==> config.mk <==
export PLATFORM = sky130hd
export DESIGN_NAME = merge_output_stage
export DESIGN_NICKNAME = d
export VERILOG_FILES = /design/src/rtl/merge_output_stage.sv
export SDC_FILE = /design/constraint.sdc
export NUM_CORES = 1
export LEC_CHECK = 0
export CORE_MARGIN = 2
export CORE_UTILIZATION = 50
export DETAILED_ROUTE_END_ITERATION = 8
export PLACE_DENSITY = 0.83
export SLEW_MARGIN = 20
export SYNTH_ARGS = -nofsm -noshare
export SYNTH_HDL_FRONTEND = slang
export SYNTH_SLANG_ARGS = --single-unit
==> constraint.sdc <==
create_clock -name clk -period 5 [get_ports clk]
set_clock_uncertainty 0.1 [all_clocks]
set_input_delay 0.75 -clock clk [delete_from_list [all_inputs] [get_ports clk]]
set_output_delay 0.75 -clock clk [all_outputs]
set_load 0.05 [all_outputs]
==> src/rtl/merge_output_stage.sv <==
// merge_output_stage
//   Merges the input arbiter's two data streams into one ordered output
//   stream. The order is set only by merge-control tokens:
//     1 = one d1 packet, 2 = one d2 packet, 3 = one d1 then one d2 packet,
//     0 = illegal (token dropped, bad_ctrl latched).
//   Accepted packets pass through a first-word-fall-through output FIFO.
//
// Ports
//   clk, reset             clock; asynchronous active-high reset
//   d1_data/valid/ready    arbiter data1 stream
//   d2_data/valid/ready    arbiter data2 stream
//   ctrl_data/valid/ready  merge-control token stream
//   out_data/valid/ready   merged stream (FIFO head, zero when empty)
//   fifo_count             current FIFO occupancy
//   pkt_count              packets delivered on out, saturating
//   bad_ctrl               sticky illegal-token flag
module merge_output_stage #(
  parameter int WIDTH      = 11,
  parameter int CTRL_WIDTH = 2,
  parameter int DEPTH      = 4,
  parameter int CNT_WIDTH  = 16
) (
  input  logic                     clk,
  input  logic                     reset,
  input  logic [WIDTH-1:0]         d1_data,
  input  logic                     d1_valid,
  output logic                     d1_ready,
  input  logic [WIDTH-1:0]         d2_data,
  input  logic                     d2_valid,
  output logic                     d2_ready,
  input  logic [CTRL_WIDTH-1:0]    ctrl_data,
  input  logic                     ctrl_valid,
  output logic                     ctrl_ready,
  output logic [WIDTH-1:0]         out_data,
  output logic                     out_valid,
  input  logic                     out_ready,
  output logic [$clog2(DEPTH):0]   fifo_count,
  output logic [CNT_WIDTH-1:0]     pkt_count,
  output logic                     bad_ctrl
);

  localparam int PTR_W = $clog2(DEPTH);
  localparam logic [PTR_W:0] FULL_COUNT = (PTR_W+1)'(DEPTH);

  typedef enum logic [1:0] {
    IDLE        = 2'd0,
    TAKE1       = 2'd1,
    TAKE2       = 2'd2,
    TAKE1_THEN2 = 2'd3
  } state_t;

  state_t state, stateNext;

  // Holds all ready outputs low until the first edge after reset release.
  logic running;

  logic [WIDTH-1:0] mem [DEPTH];
  logic [PTR_W-1:0] wrPtr, rdPtr;
  logic [PTR_W:0]   count;
  logic [CNT_WIDTH-1:0] pktCnt;
  logic badReg;

  logic full, ctrlFire, d1Fire, d2Fire, push, pop, badSet;
  logic [WIDTH-1:0] pushData;

  // Full is judged on the registered count only, so a pop in the same
  // cycle never frees a slot for a push.
  assign full       = (count == FULL_COUNT);
  assign out_valid  = (count != '0);
  assign out_data   = out_valid ? mem[rdPtr] : '0;
  assign fifo_count = count;
  assign pkt_count  = pktCnt;
  assign bad_ctrl   = badReg;

  assign ctrl_ready = running && (state == IDLE);
  assign d1_ready   = ((state == TAKE1) || (state == TAKE1_THEN2)) && !full;
  assign d2_ready   = (state == TAKE2) && !full;

  assign ctrlFire = ctrl_valid && ctrl_ready;
  assign d1Fire   = d1_valid && d1_ready;
  assign d2Fire   = d2_valid && d2_ready;
  assign push     = d1Fire || d2Fire;
  assign pushData = d1Fire ? d1_data : d2_data;
  assign pop      = out_valid && out_ready;

  always_comb begin
    stateNext = state;
    badSet    = 1'b0;
    case (state)
      IDLE: begin
        if (ctrlFire) begin
          case (ctrl_data)
            CTRL_WIDTH'(1): stateNext = TAKE1;
            CTRL_WIDTH'(2): stateNext = TAKE2;
            CTRL_WIDTH'(3): stateNext = TAKE1_THEN2;
            default:        badSet    = 1'b1;
          endcase
        end
      end
      TAKE1:       if (d1Fire) stateNext = IDLE;
      TAKE2:       if (d2Fire) stateNext = IDLE;
      TAKE1_THEN2: if (d1Fire) stateNext = TAKE2;
      default:     stateNext = IDLE;
    endcase
  end

  always_ff @(posedge clk or posedge reset) begin
    if (reset) begin
      state   <= IDLE;
      running <= 1'b0;
      badReg  <= 1'b0;
    end else begin
      state   <= stateNext;
      running <= 1'b1;
      if (badSet) badReg <= 1'b1;
    end
  end

  always_ff @(posedge clk or posedge reset) begin
    if (reset) begin
      wrPtr  <= '0;
      rdPtr  <= '0;
      count  <= '0;
      pktCnt <= '0;
    end else begin
      if (push) wrPtr <= wrPtr + PTR_W'(1);
      if (pop) begin
        rdPtr <= rdPtr + PTR_W'(1);
        if (pktCnt != '1) pktCnt <= pktCnt + CNT_WIDTH'(1);
      end
      case ({push, pop})
        2'b10:   count <= count + (PTR_W+1)'(1);
        2'b01:   count <= count - (PTR_W+1)'(1);
        default: count <= count;
      endcase
    end
  end

  always_ff @(posedge clk) begin
    if (push) mem[wrPtr] <= pushData;
  end

endmodule

==> metrics.md <==
| Metric | Value |
|---|---|
| Status | finished, final reports clean |
| Main synth FF type | edfxtp_1 |
| DR vias | 1960 |
| Critical path peak fanout | 13 |
| Setup TNS | 0 ns |
| Initial Utilization | ~50% |
| Async S/R FF share, synth | 38.0% |
| Syn Nets | ~250 |
| ANT cells | 0 |
| Post-CTS Hold Buffers | 0 |
| Post-Layout Cell Count | 361 |
| Main area contributors after synthesis | edfxtp_1 (41%), dfrtp_1 (21%), mux4_2 (7.6%) |
| Total power | 2.69 mW |
| Post-CTS Setup Bufs | 0 |
| Vias in the first global route | roughly 2000 |
| Most frequent cells in the layout | clkdlybuf4s50_1 (64), edfxtp_1 (44), dfrtp_1 (27) |
| Hold Vio Cnt, Final | 0 |
| Sink Count | 71 |
| GRT Total Usage | 18.0% |
| Post-Syn Area | 3240 sq um |
| PD cells | 639 nW/um^2 |
| Commonest non-fill, non-tap cell in the layout | clkdlybuf4s50_1 |
| Placed Area | 3960 sq um |
| FF/Latch Area | 2000 sq um |
| DRT iter0 DRCs | 148 |
| Leakage | around 1.6 nW |
| Slew @ Worst Pin | 0.741 ns |
| H-tree level count | 3 |
| Gr ovfl total | 0 |
| Initial antenna violation count | 0 |
| Peak supply drop | 0.360 mV |
| Row count | 29 |
| Die area | 7140 sq um |
| Critical path required time | 4.15 ns |
| Post-synth EDFFs | 44 |
| Post-CTS Resized | 0 |
| Root buffer cell | clkbuf_8 |
| Fin crit share | 69.0% |
| #FFs+latches synth | 71 |
| CTS tree | built |
| Dpl ws | 1.86 ns |
| Share of cells above drive strength 1 | 17.6% |
| RSZ-0062 raised after global routing | false |
| Worst Setup Path Type | flip-flop to output pin |
| Post-detail-place hpwl | 4080 um |
| # port buffers | between 60 and 70 |
| Average size of a mapped cell | between 15 and 20 sq um |
| Max-slew violations | 0 |
| Grt met3 use | 4.33% |
| Slew HR | 50.6% |
| ANT nets after route | 0 |
| Synthesized instance count | 208 |
| Busiest grt layer | met2 |
| Largest area contributor in the netlist | edfxtp_1 |
| Global placement routability congestion | 0.743 |
| GR met1 Demand/Resource | 23.9% |
| Setup ws final | roughly 1.5 ns |
| Routed wire length | 5980 um |
| Data arrival, critical path | around 2.6 ns |
| Share of the synthesized area in the top cell type | roughly two fifths |
| Die W | 84.5 um |
| Reg clk slew, reported paths | 0.07 ns |
| Global-route wire length before repair | approximately 9700 um |
| CP Launch Type | flip-flop |
| Placed cells | 345 |
| Crit end category | output pin |
| Worst skew pair latency | between 0.3 and 0.4 ns |
| Post-route minimum period | 3.45 ns |
| Library cells used by synthesis | 46 |
| Area grow syn2layout | 29.7% |
| FMAX | 290 MHz |
| Area of the multi-input gates | approximately 1200 sq um |
| Worst-case clock buffer depth | 2 |
| Die span in y | approximately 85 um |
| WL per Instance | approximately 17 um |
| First-pass DRT Iterations | 5 |
| Core ar. | 6310 sq um |
| Fin nets | approximately 320 |
| Total CTS buffers | 9 |
| Largest net degree at the start of global routing | 28 |
| Sequential area share after synthesis | 61.6% |
| Vias/cell | 5.43 |
| Fin util | 66.6% |
| I/O pins | 65 |
| Worst hold slack | about 0.38 ns |
| Drt drc | 0 |
| Setup violators final | 0 |
| Final Cell Area | between 4000 and 5000 sq um |
| Maxcap violations | 0 |
| Hold Crit Class | flip-flop to flip-flop |
| Yosys warns | 0 |
| Fill cell instance count of the final layout | approximately 440 |
| Met2 usage | between 20% and 30% |
==> report_power, final <==
group	switching, mW	internal, mW
clock	0.217	0.333
combinational	0.724	0.487
sequential	0.146	0.779
==> state kept, by name (all words and copies together) (netlist names) <==
signal      count
mem            44
fifo_count      3
bad_ctrl        1
state           2
rdPtr           2
running         1
pkt_count      16
wrPtr           2
==> final cells by class <==
cell class,count,share of cell area [%]
Sequential cell,71,47.5
Tap cell,77,2.29
Clock buffer,9,2.95
Inverter,9,0.803
Multi-Input combinational cell,123,28.2
Clock inverter,7,2.86
Timing Repair Buffer,65,15.4
==> cell usage after synthesis, types with 2 or more instances <==
library cell and instances:
a22o_1 2, a31oi_1 2, and2_1 6, and4_1 3, buf_2 2, dfrtp_1 27
edfxtp_1 44, ha_1 6, inv_1 9, mux2_2 11, mux2_4 2, mux4_2 11
nand2_1 7, nand3_1 6, nand4_1 3, nor2_1 4, nor2b_1 11, nor3_1 5
nor3b_1 2, nor4_1 2, nor4_4 2, xnor2_1 7, xor2_1 11
==> worst paths after layout <==
path / end / slack, ns / cells past startpoint / from
max: out_data[10] / 1.55 / 3 / rdPtr[0]
min: bad_ctrl / 0.38 / 1 / bad_ctrl
max reg2reg: fifo_count[2] / 2.24 / 10 / fifo_count[0]
min reg2reg: bad_ctrl / 0.38 / 1 / bad_ctrl
max in group asynchronous: pkt_count[4] / 3.73 / 2 / reset
min in group asynchronous: pkt_count[7] / 0.68 / 2 / reset
==> critical path: stages, from the launching register on <==
cell,delay (ns)
dfrtp_1,0.83
mux4_2,0.60
nor2b_1,0.14
clkdlybuf4s50_1,0.70
==> per-layer routing <==
layer | up-vias | wire length (um)
met5 | - | 0
met4 | 0 | 121
met3 | 12 | 293
met2 | 64 | 2940
met1 | 962 | 2620
li1 | 922 | -
==> cells by family (layout without fill, tap and decap cells) <==
kind of cell	after synthesis	in the layout	synth area share [%]
AO/OA/AOI/OAI	7	7	1.97
adder cells (fa/ha/maj)	7	7	2.93
XOR/XNOR	18	18	4.86
buffers and inverters	14	90	1.81
multiplexers	26	26	13.0
AND/OR/NAND/NOR	64	64	13.7
other	1	1	0.116
flip-flops	71	71	61.6
(Power assumes the default switching activity.)
